===== config.mk =====
export PLATFORM = sky130hd
export DESIGN_NAME = i2s_rx_ctrl
export DESIGN_NICKNAME = d
export VERILOG_FILES = /design/src/rtl/i2s_pkg.sv /design/src/rtl/i2s_axis_reg.sv /design/src/rtl/i2s_rx_ctrl.sv
export SDC_FILE = /design/constraint.sdc
export NUM_CORES = 1
export LEC_CHECK = 0
export BUFFER_PORTS_ARGS = -buffer_cell sky130_fd_sc_hd__buf_2
export CAP_MARGIN = 10
export CORE_MARGIN = 10
export CORE_UTILIZATION = 45
export CTS_CLUSTER_SIZE = 8
export DETAILED_ROUTE_END_ITERATION = 10
export GPL_TIMING_DRIVEN = 0
export HOLD_SLACK_MARGIN = 0.05
export PLACE_DENSITY = 0.68
export SYNTH_ARGS = -nofsm -noshare
export SYNTH_HDL_FRONTEND = slang
export SYNTH_SLANG_ARGS = --single-unit

===== constraint.sdc =====
create_clock -name bclk -period 9.1 [get_ports bclk]
set_input_delay 2.275 -clock bclk [delete_from_list [all_inputs] [get_ports bclk]]
set_output_delay 2.275 -clock bclk [all_outputs]
set_load 0.02 [all_outputs]

===== src/rtl/i2s_pkg.sv =====
// Shared types and constants for the I2S receive path.
package i2s_pkg;

  localparam int unsigned MAX_TDM = 16;

  typedef enum logic [1:0] {
    StIdle,
    StArm,
    StRun,
    StDrain
  } state_e;

  // Highest enabled slot index below tdm; this slot carries tlast downstream.
  function automatic logic [3:0] hi_slot(logic [15:0] mask, logic [4:0] tdm);
    logic [3:0] hi;
    hi = '0;
    for (int i = 0; i < 16; i++) begin
      if (mask[i] && (5'(i) < tdm)) hi = 4'(i);
    end
    return hi;
  endfunction

endpackage


===== src/rtl/i2s_axis_reg.sv =====
// One-entry output register with ready/valid handshake; refills in the same cycle it drains.
module i2s_axis_reg #(
  parameter int unsigned Width = 37
) (
  input  logic             clk_i,
  input  logic             rst_ni,
  input  logic             in_valid_i,
  input  logic [Width-1:0] in_data_i,
  output logic             in_ready_o,
  output logic             out_valid_o,
  output logic [Width-1:0] out_data_o,
  input  logic             out_ready_i
);

  logic             valid_q, valid_d;
  logic [Width-1:0] data_q, data_d;

  assign in_ready_o  = !valid_q || out_ready_i;
  assign out_valid_o = valid_q;
  assign out_data_o  = data_q;

  always_comb begin
    valid_d = valid_q;
    data_d  = data_q;
    if (in_valid_i && in_ready_o) begin
      valid_d = 1'b1;
      data_d  = in_data_i;
    end else if (out_ready_i) begin
      valid_d = 1'b0;
    end
  end

  always_ff @(posedge clk_i or negedge rst_ni) begin
    if (!rst_ni) begin
      valid_q <= 1'b0;
      data_q  <= '0;
    end else begin
      valid_q <= valid_d;
      data_q  <= data_d;
    end
  end

endmodule


===== src/rtl/i2s_rx_ctrl.sv =====
// I2S/TDM receive controller: frame alignment, slot masking and run control over a PHY word stream.
module i2s_rx_ctrl #(
  parameter int unsigned MAX_TDM = i2s_pkg::MAX_TDM,
  parameter int unsigned CNT_W   = 32
) (
  input  logic               bclk,
  input  logic               rst_n,
  input  logic               cfg_start,
  input  logic               cfg_stop,
  input  logic [CNT_W-1:0]   cfg_frame_limit,
  input  logic [4:0]         cfg_tdm_num,
  input  logic [MAX_TDM-1:0] cfg_chan_mask,
  output logic               phy_enable,
  input  logic               s_axis_tvalid,
  input  logic [31:0]        s_axis_tdata,
  input  logic               s_axis_tlast,
  output logic               m_axis_tvalid,
  output logic [31:0]        m_axis_tdata,
  output logic               m_axis_tlast,
  output logic [3:0]         m_axis_tuser,
  input  logic               m_axis_tready,
  output logic               busy,
  output logic               done,
  output logic [CNT_W-1:0]   frame_count,
  output logic               err_len,
  output logic               err_ovf
);
  import i2s_pkg::*;

  localparam logic [4:0] TdmMax = 5'(MAX_TDM);

  logic [1:0]       rst_sync_q;
  logic             rst_sync_n;
  state_e           state_q;
  logic [CNT_W-1:0] limit_q, count_q, count_inc;
  logic [4:0]       tdm_q, tdm_eff;
  logic [15:0]      mask_q;
  logic [3:0]       idx_q, last_idx, hi_idx;
  logic             stop_q, phy_q, done_q, err_len_q, err_ovf_q;
  logic             word_run, fwd, reg_ready, stop_any, limit_hit;
  logic [36:0]      reg_out;

  // Assert immediately, release two bclk edges after rst_n rises.
  always_ff @(posedge bclk or negedge rst_n) begin
    if (!rst_n) rst_sync_q <= 2'b00;
    else        rst_sync_q <= {rst_sync_q[0], 1'b1};
  end
  assign rst_sync_n = rst_sync_q[1];

  assign tdm_eff   = (cfg_tdm_num == 5'd0) ? 5'd1 :
                     (cfg_tdm_num > TdmMax) ? TdmMax : cfg_tdm_num;
  assign last_idx  = 4'(tdm_q - 5'd1);
  assign hi_idx    = hi_slot(mask_q, tdm_q);
  assign word_run  = (state_q == StRun) && s_axis_tvalid;
  assign fwd       = word_run && mask_q[idx_q];
  assign stop_any  = stop_q || cfg_stop;
  assign count_inc = (count_q == '1) ? count_q : count_q + 1'b1;
  assign limit_hit = (limit_q != '0) && (count_inc == limit_q);

  i2s_axis_reg #(
    .Width(37)
  ) u_out_reg (
    .clk_i      (bclk),
    .rst_ni     (rst_sync_n),
    .in_valid_i (fwd),
    .in_data_i  ({s_axis_tdata, idx_q == hi_idx, idx_q}),
    .in_ready_o (reg_ready),
    .out_valid_o(m_axis_tvalid),
    .out_data_o (reg_out),
    .out_ready_i(m_axis_tready)
  );

  assign {m_axis_tdata, m_axis_tlast, m_axis_tuser} = reg_out;

  always_ff @(posedge bclk or negedge rst_sync_n) begin
    if (!rst_sync_n) begin
      state_q   <= StIdle;
      limit_q   <= '0;
      tdm_q     <= 5'd1;
      mask_q    <= '0;
      idx_q     <= '0;
      stop_q    <= 1'b0;
      phy_q     <= 1'b0;
      done_q    <= 1'b0;
      count_q   <= '0;
      err_len_q <= 1'b0;
      err_ovf_q <= 1'b0;
    end else begin
      done_q <= 1'b0;
      unique case (state_q)
        StIdle: begin
          if (cfg_start) begin
            limit_q   <= cfg_frame_limit;
            tdm_q     <= tdm_eff;
            mask_q    <= 16'(cfg_chan_mask);
            idx_q     <= '0;
            stop_q    <= 1'b0;
            count_q   <= '0;
            err_len_q <= 1'b0;
            err_ovf_q <= 1'b0;
            phy_q     <= 1'b1;
            state_q   <= StArm;
          end
        end
        StArm: begin
          if (cfg_stop) begin
            state_q <= StIdle;
            stop_q  <= 1'b0;
            phy_q   <= 1'b0;
            done_q  <= 1'b1;
          end else if (s_axis_tvalid && s_axis_tlast) begin
            idx_q   <= '0;
            state_q <= StRun;
          end
        end
        StRun: begin
          if (cfg_stop) stop_q <= 1'b1;
          if (fwd && !reg_ready) err_ovf_q <= 1'b1;
          if (s_axis_tvalid) begin
            if (s_axis_tlast) begin
              idx_q <= '0;
              if (idx_q == last_idx) begin
                count_q <= count_inc;
                if (limit_hit || stop_any) begin
                  state_q <= StDrain;
                  phy_q   <= 1'b0;
                end
              end else begin
                err_len_q <= 1'b1;
                if (stop_any) begin
                  state_q <= StDrain;
                  phy_q   <= 1'b0;
                end
              end
            end else if (idx_q == last_idx) begin
              err_len_q <= 1'b1;
              idx_q     <= '0;
            end else begin
              idx_q <= idx_q + 4'd1;
            end
          end
        end
        StDrain: begin
          if (!m_axis_tvalid) begin
            state_q <= StIdle;
            stop_q  <= 1'b0;
            done_q  <= 1'b1;
          end
        end
        default: state_q <= StIdle;
      endcase
    end
  end

  assign phy_enable  = phy_q;
  assign busy        = (state_q != StIdle);
  assign done        = done_q;
  assign frame_count = count_q;
  assign err_len     = err_len_q;
  assign err_ovf     = err_ovf_q;

endmodule


==> qor.yml, run 1 <==
syn_area_um2: 7950
drt_wl_total_um: 24200
fillers: 1605
io_buffers: 166
start_util_pct: 45.9
vias: 6923
arrival_ns: 4.43
p_comb_share_pct: 38.8
synth_area_leaders: "dfrtp_1, mux2_2, o21ai_0"
vias_per_cell: 5.69
post_cts_resized: 0
dp.cells: 1185
post-route-period-util_pct: 44.9
syn_inst: 792
numCtsBuffers: 17
setup_violations: 0
clkLatencyLatePin_ns: 0.43
hold_viol: 0
setup_tns_ns: 0
synth_simple_gate_area_share_pct: 17.3
core_um2: 17300
min_period_ns: 4.09
power.leakage_uw: 0.00432
synth_fa_ha_area_share_pct: 1.26
clkPwrFrac_pct: 25.6
clock_path_buffers: 2
cp-end-kind: "flop"
grt_overflow: 0
ys_warn_count: 0
path_clk_slew_ns: 0.06
grt_pass1_vias: 7208
clock-skew-final_ns: 0.00759
synth_cell_type_count: 75
synth_ff_type: "dfrtp_1"
ant_nets: 0
synth_compound_gate_area_share_pct: 14.0
grt_pass1_wl_um: 39200
place.gp.congestion: 0.951
synth.avg_cell_area_um2: 10.0
die_x_um: 153
hpwlAfterDp_um: 18600
cts_root_buf: "clkbuf_16"
seq_power_share_pct: 35.6
cts_setup_buffers: 0
h-tree-depth: 4
r2r_slack_ns: 5.26
slew_headroom_pct: 33.7
die_h_um: 153
multi_input_area_um2: 4210
synth-seq-area-share_pct: 42.8
async_flop_share_pct: 100
max_freq_ghz: 0.245
antenna_found_initial: 3
power_density_nw_per_um2: 290
synth_top_family_by_area: "simple AND/OR/NAND/NOR gates"
p_int_uw: 1740
grt_max_degree: 54
synthMuxAreaShare_pct: 14.2
seq_area_um2: 3410
cts_tree: "yes"
drc: 0
rsz0062_at_grt: "false"
fin_cells: 1217
rows: 48
drtIter0Drc: 485
wl_per_cell_um: 19.9
netSwitchingPower_uw: 1070
synth-seq-cells: 136
swShare_pct: 38.1
grt_use_total_pct: 20.6
status: "complete, no violations"
path_class: "input pin to flop"
hold_buffers: 0
hold_class: "flop to async pin"
layout.nets: 1079
cts.sinks: 136
synth_edf_count: 0
drive_above_1_share_pct: 33.6
firstDrtPassIters: 5
ir_worst_vdd_uv: 174
crit_path_start_kind: "input pin"
io_pins: 167
syn_nets: 892
worst_slew_pin_slew_ns: 0.991
drv_cap: 0
maxSlewViolCount: 0
cp_max_fo: 10
yosys.area.top_type: "dfrtp_1"
diodes: 0
die_area_um2: 23400
required_ns: 9.45
synth_xor_area_share_pct: 6.05
syn_to_final_growth_pct: 22.2
yosys.area.top_type_share_pct: 42.5
## path summary, 6_finish.rpt
kind	startpoint	to	depth (start not counted)
hold / removal	rst_sync_q[1]	u_out_reg.out_data_o[17]	0
min in group bclk	rst_sync_q[0]	rst_sync_q[1]	0
hold reg to reg	rst_sync_q[1]	u_out_reg.out_data_o[17]	0
setup / recovery	cfg_start	frame_count[24]	7
max in group asynchronous	rst_n	rst_sync_q[1]	1
setup reg to reg	frame_count[1]	flop	12
## registers in the layout (all words and copies together) (netlist names), named ones only
name                   flops
idx_q                      4
rst_sync_q                 2
limit_q                   32
frame_count               32
tdm_q                      5
u_out_reg.out_valid_o      1
err_ovf                    1
stop_q                     1
err_len                    1
u_out_reg.out_data_o      37
done                       1
state_q                    1
phy_enable                 1
mask_q                    16
## cells in the mapped netlist (all sizes together) (15+ instances only)
cell	n
dfrtp	135
mux2	87
o21ai	69
nand2	59
nor2	56
clkbuf	32
xnor2	30
a21oi	27
nand4	23
xor2	22
nor4	20
buf	19
nand3	19
nor3	15
## routing by layer
layer,part of all wire [%],global-route usage (%),vias up
met5,0.19,0,-
met4,1.8,6.13,6
met3,9.0,7.66,47
met2,48,34.0,239
met1,41,24.4,3354
li1,-,-,3277
## cells by family after synthesis
family | Yosys count
AO/OA/AOI/OAI | 175
AND/OR/NAND/NOR | 258
XOR/XNOR | 53
other | 1
flip-flops | 136
adder cells (fa/ha/maj) | 8
buffers and inverters | 65
multiplexers | 96
## stage by stage
| step | worst slack, ns | utilization (%) | cell area (um2) | hold slack (ns) | power, uW |
|---|---|---|---|---|---|
| after floorplan | 5.03 | - | 7950 | 0.331 | 1750 |
| after global routing | 4.83 | 56.2 | 9710 | 0.382 | 3000 |
| after detailed placement | 4.59 | 52.7 | 9110 | 0.354 | 2100 |
| after global placement | 3.39 | 52.4 | 9060 | 0.336 | 2070 |
| after CTS | 5.03 | 56.2 | 9710 | 0.371 | 2830 |
| final | 5.01 | 56.2 | 9710 | 0.345 | 2810 |
## cells in the final DEF, fill, tap and decap left out, types with 12 or more instances in the layout
| cell type | Yosys | layout |
|---|---|---|
| o31ai_1 | 12 | 12 |
| xor2_1 | 22 | 22 |
| dfrtp_1 | 135 | 134 |
| o21ai_0 | 69 | 69 |
| buf_2 | 8 | 174 |
| nor4_1 | 18 | 18 |
| inv_1 | 14 | 14 |
| nand2_1 | 59 | 59 |
| or3_1 | 12 | 12 |
| nor2_1 | 56 | 56 |
| a21oi_1 | 27 | 27 |
| xnor2_1 | 30 | 30 |
| and2_1 | 12 | 12 |
| clkbuf_16 | 0 | 17 |
| nand3_1 | 18 | 18 |
| clkbuf_1 | 26 | 26 |
| nand4_1 | 21 | 21 |
| nor3_1 | 13 | 13 |
| mux2_2 | 87 | 87 |
## layout make-up
type / instances / share of cell area, %
clock inverter: 15 / 1.82
clock buffer: 17 / 4.38
tap: 225 / 2.90
sequential: 136 / 35.1
multi-input combinational: 591 / 43.3
timing repair buffer: 168 / 9.04
buffer: 51 / 2.90
inverter: 14 / 0.541
## worst max-delay path: stages
cell	delay, ns
buf_2	0.09
nand2b_1	0.25
nand4_1	0.16
nor2_1	0.77
clkbuf_1	0.59
a21oi_1	0.14
nor2_1	0.15
## power groups by stage
stage	Sequential (uW)	Clock (uW)	Combinational [uW]
floorplan	1050	0	704
global placement	1010	0	1060
detailed placement	1010	0	1090
CTS	1000	729	1100
global route	1030	757	1210
finish	1000	720	1090
No activity file was read; power rests on OpenSTA's default activity.
==> run 2: changes to the inputs <==
- ABC_AREA: default -> 1
- clock period: 9.1 -> 4.1 ns (I/O delays scaled with it)
==> run 2 against run 1 <==
Worst setup slack lost 4.0 ns. Critical path depth grew 9. First-iteration DRC count grew 23%. Design area shrank 1.9%. Worst hold slack lost 0.027 ns. Synthesized cell count grew 40%. Synthesized area shrank 2.7%. Largest cell class unchanged. Sequential cell count is the same. Register-to-register slack lost 4.3 ns. Critical endpoint is now state_q[0]. Total power grew 110%.
==> qor.yml, run 2 <==
numCtsBuffers: 17
path_class: "flop to flop"
status: "complete, no violations"
synth_area_leaders: "dfrtp_1, nand2_1, nand3_1"
path_clk_slew_ns: 0.07
drtIter0Drc: 596
core_um2: 16700
largest_register_ff_count: 37
cp_slowest_stage_delay_ns: 0.57
hpwlAfterDp_um: 19400
drt_wl_total_um: 24800
ir_worst_vdd_uv: 339
clock_path_buffers: 2
io_pins: 167
grt_max_degree: 51
required_ns: 4.42
syn_to_final_growth_pct: 23.3
synth_edf_count: 0
firstDrtPassIters: 6
mostFrequentLayoutCells: "nand2_1, buf_2, dfrtp_1"
synthTopCellsByCount: "nand2_1, dfrtp_1, inv_1"
cp_top_family: "simple AND/OR/NAND/NOR gates"
yosys.area.top_type: "dfrtp_1"
hold_viol: 0
clkLatencyLatePin_ns: 0.44
synth.most_common_cell: "nand2_1"
cp-end-kind: "flop"
cts_tree: "yes"
place.gp.congestion: 0.914
max_freq_ghz: 0.319
syn_inst: 1109
worst_slew_pin_slew_ns: 0.866
layout.nets: 1396
cp_max_fo: 10
cpMaxStageDelayCell: "dfrtp_1"
maxSlewViolCount: 0
synth_ff_type: "dfrtp_1"
worst-path-buf-inv: 2
layout_commonest_cell: "nand2_1"
place_ws_ns: 1.03
drc: 0
grt_pass1_vias: 7805
die_area_um2: 22800
setup_violations: 0
synth.avg_cell_area_um2: 6.97
hold_buffers: 0
drive_above_1_share_pct: 17.7
min_period_ns: 3.13
cts_root_buf: "clkbuf_16"
grt_pass1_wl_um: 39500
cts_setup_buffers: 0
worstPathCellList: "ha_1, inv_2, nor2_4, nand2_4, nor2_8, nand2_4, buf_6, o21ai_1, xor2_1, nand3_1, nor2_1, nand3_1, nand2_2, nand2_1, nand2_1, o21ai_1"
die_h_um: 151
vias_per_cell: 5.21
vias: 7977
rsz0062_at_grt: "false"
synth-seq-cells: 136
io_buffers: 166
h-tree-depth: 4
power_density_nw_per_um2: 617
syn_area_um2: 7730
antenna_found_initial: 3
drv_cap: 0
grt_use_total_pct: 22.0
worst_slack_ns: 0.970
die_x_um: 151
async_flop_share_pct: 100
synth_cell_type_count: 37
grt_overflow: 0
post-route-period-util_pct: 76.4
syn_nets: 1209
arrival_ns: 3.45
slew_headroom_pct: 42.2
post_cts_resized: 0
finish.utilization_pct: 57.1
yosys.area.top_type_share_pct: 43.7
synth-seq-area-share_pct: 44.0
cts.sinks: 136
wl_per_cell_um: 16.2
ys_warn_count: 0
start_util_pct: 46.3
power.leakage_uw: 0.00499
hold_class: "flop to async pin"
clock-skew-final_ns: 0.0107
rows: 47
crit_path_start_kind: "flop"
ant_nets: 0
## run 2: changes by cell type after synthesis, moves of 12 or more
cell / before / now
a21oi_1: 27 / 14
and2_1: 12 / 0
inv_1: 14 / 117
mux2_2: 87 / 0
nand2_1: 59 / 421
nand3_1: 18 / 100
nor2_1: 56 / 97
nor4_1: 18 / 3
o21ai_0: 69 / 84
o22ai_1: 4 / 16
o31ai_1: 12 / 0
or3_1: 12 / 0
xnor2_1: 30 / 4
## run 2: cell families (layout without fill, tap and decap cells)
logic type	Yosys count	in the layout	synth area share, %
flip-flops	136	136	44.0
other	1	4	0.0485
XOR/XNOR	19	19	2.15
adder cells (fa/ha/maj)	8	8	1.29
AND/OR/NAND/NOR	661	661	35.5
buffers and inverters	153	353	7.70
AO/OA/AOI/OAI	131	131	9.27
## run 2: worst register-to-register path, cell delays in order (launching register included)
cell and delay (ns):
dfrtp_1 0.57, ha_1 0.42, inv_2 0.11, nor2_4 0.25, nand2_4 0.13, nor2_8 0.19
nand2_4 0.10, buf_6 0.16, o21ai_1 0.16, xor2_1 0.17, nand3_1 0.13, nor2_1 0.18
nand3_1 0.13, nand2_2 0.11, nand2_1 0.08, nand2_1 0.09, o21ai_1 0.06
## run 2: path summary, 6_finish.rpt
kind	startpoint	to	slack, ns	depth (start not counted)
max reg2reg	frame_count[0]	state_q[0]	0.97	16
min in group bclk	rst_sync_q[0]	rst_sync_q[1]	0.35	0
min	rst_sync_q[1]	mask_q[3]	0.32	0
max in group asynchronous	rst_sync_q[1]	tdm_q[0]	3.10	1
max	frame_count[0]	state_q[0]	0.97	16
min reg2reg	rst_sync_q[1]	mask_q[3]	0.32	0
## run 2: layout make-up
type | instances | area, um2
Antenna cell | 3 | 7.51
Buffer | 32 | 141
Clock buffer | 17 | 425
Clock inverter | 15 | 203
Fill cell | 1658 | 7170
Inverter | 121 | 454
Multi-Input combinational cell | 820 | 3730
Sequential cell | 136 | 3410
Tap cell | 220 | 275
Timing Repair Buffer | 168 | 886
## run 2: per-layer routing
| metal | wire, um | track usage [%] | vias up | part of all wire [%] |
|---|---|---|---|---|
| met5 | 7 | 0 | - | 0.028 |
| li1 | - | - | 3915 | - |
| met1 | 10300 | 26.7 | 3693 | 42 |
| met3 | 1970 | 6.06 | 55 | 7.9 |
| met2 | 11900 | 37.0 | 312 | 48 |
| met4 | 640 | 7.56 | 2 | 2.6 |
## run 2: where the power goes
part	internal, uW	switching [uW]	total [uW]
logic	713	1450	2160
registers	1760	295	2050
clock network	985	684	1670
total	3450	2420	5880
## run 2: per-stage QoR
step                      setup TNS (ns)  hold slack, ns  power (uW)  instances  instance area [um2]
after floorplan                        0           0.331        3500       1109                 7730
after global placement           -218.95           0.334        4140       1495                 8840
after detailed placement               0           0.339        4190       1497                 8900
after CTS                              0           0.346        5890       1529                 9520
after global routing                   0           0.354        6290       1531                 9530
final                                  0           0.319        5880       1532                 9530
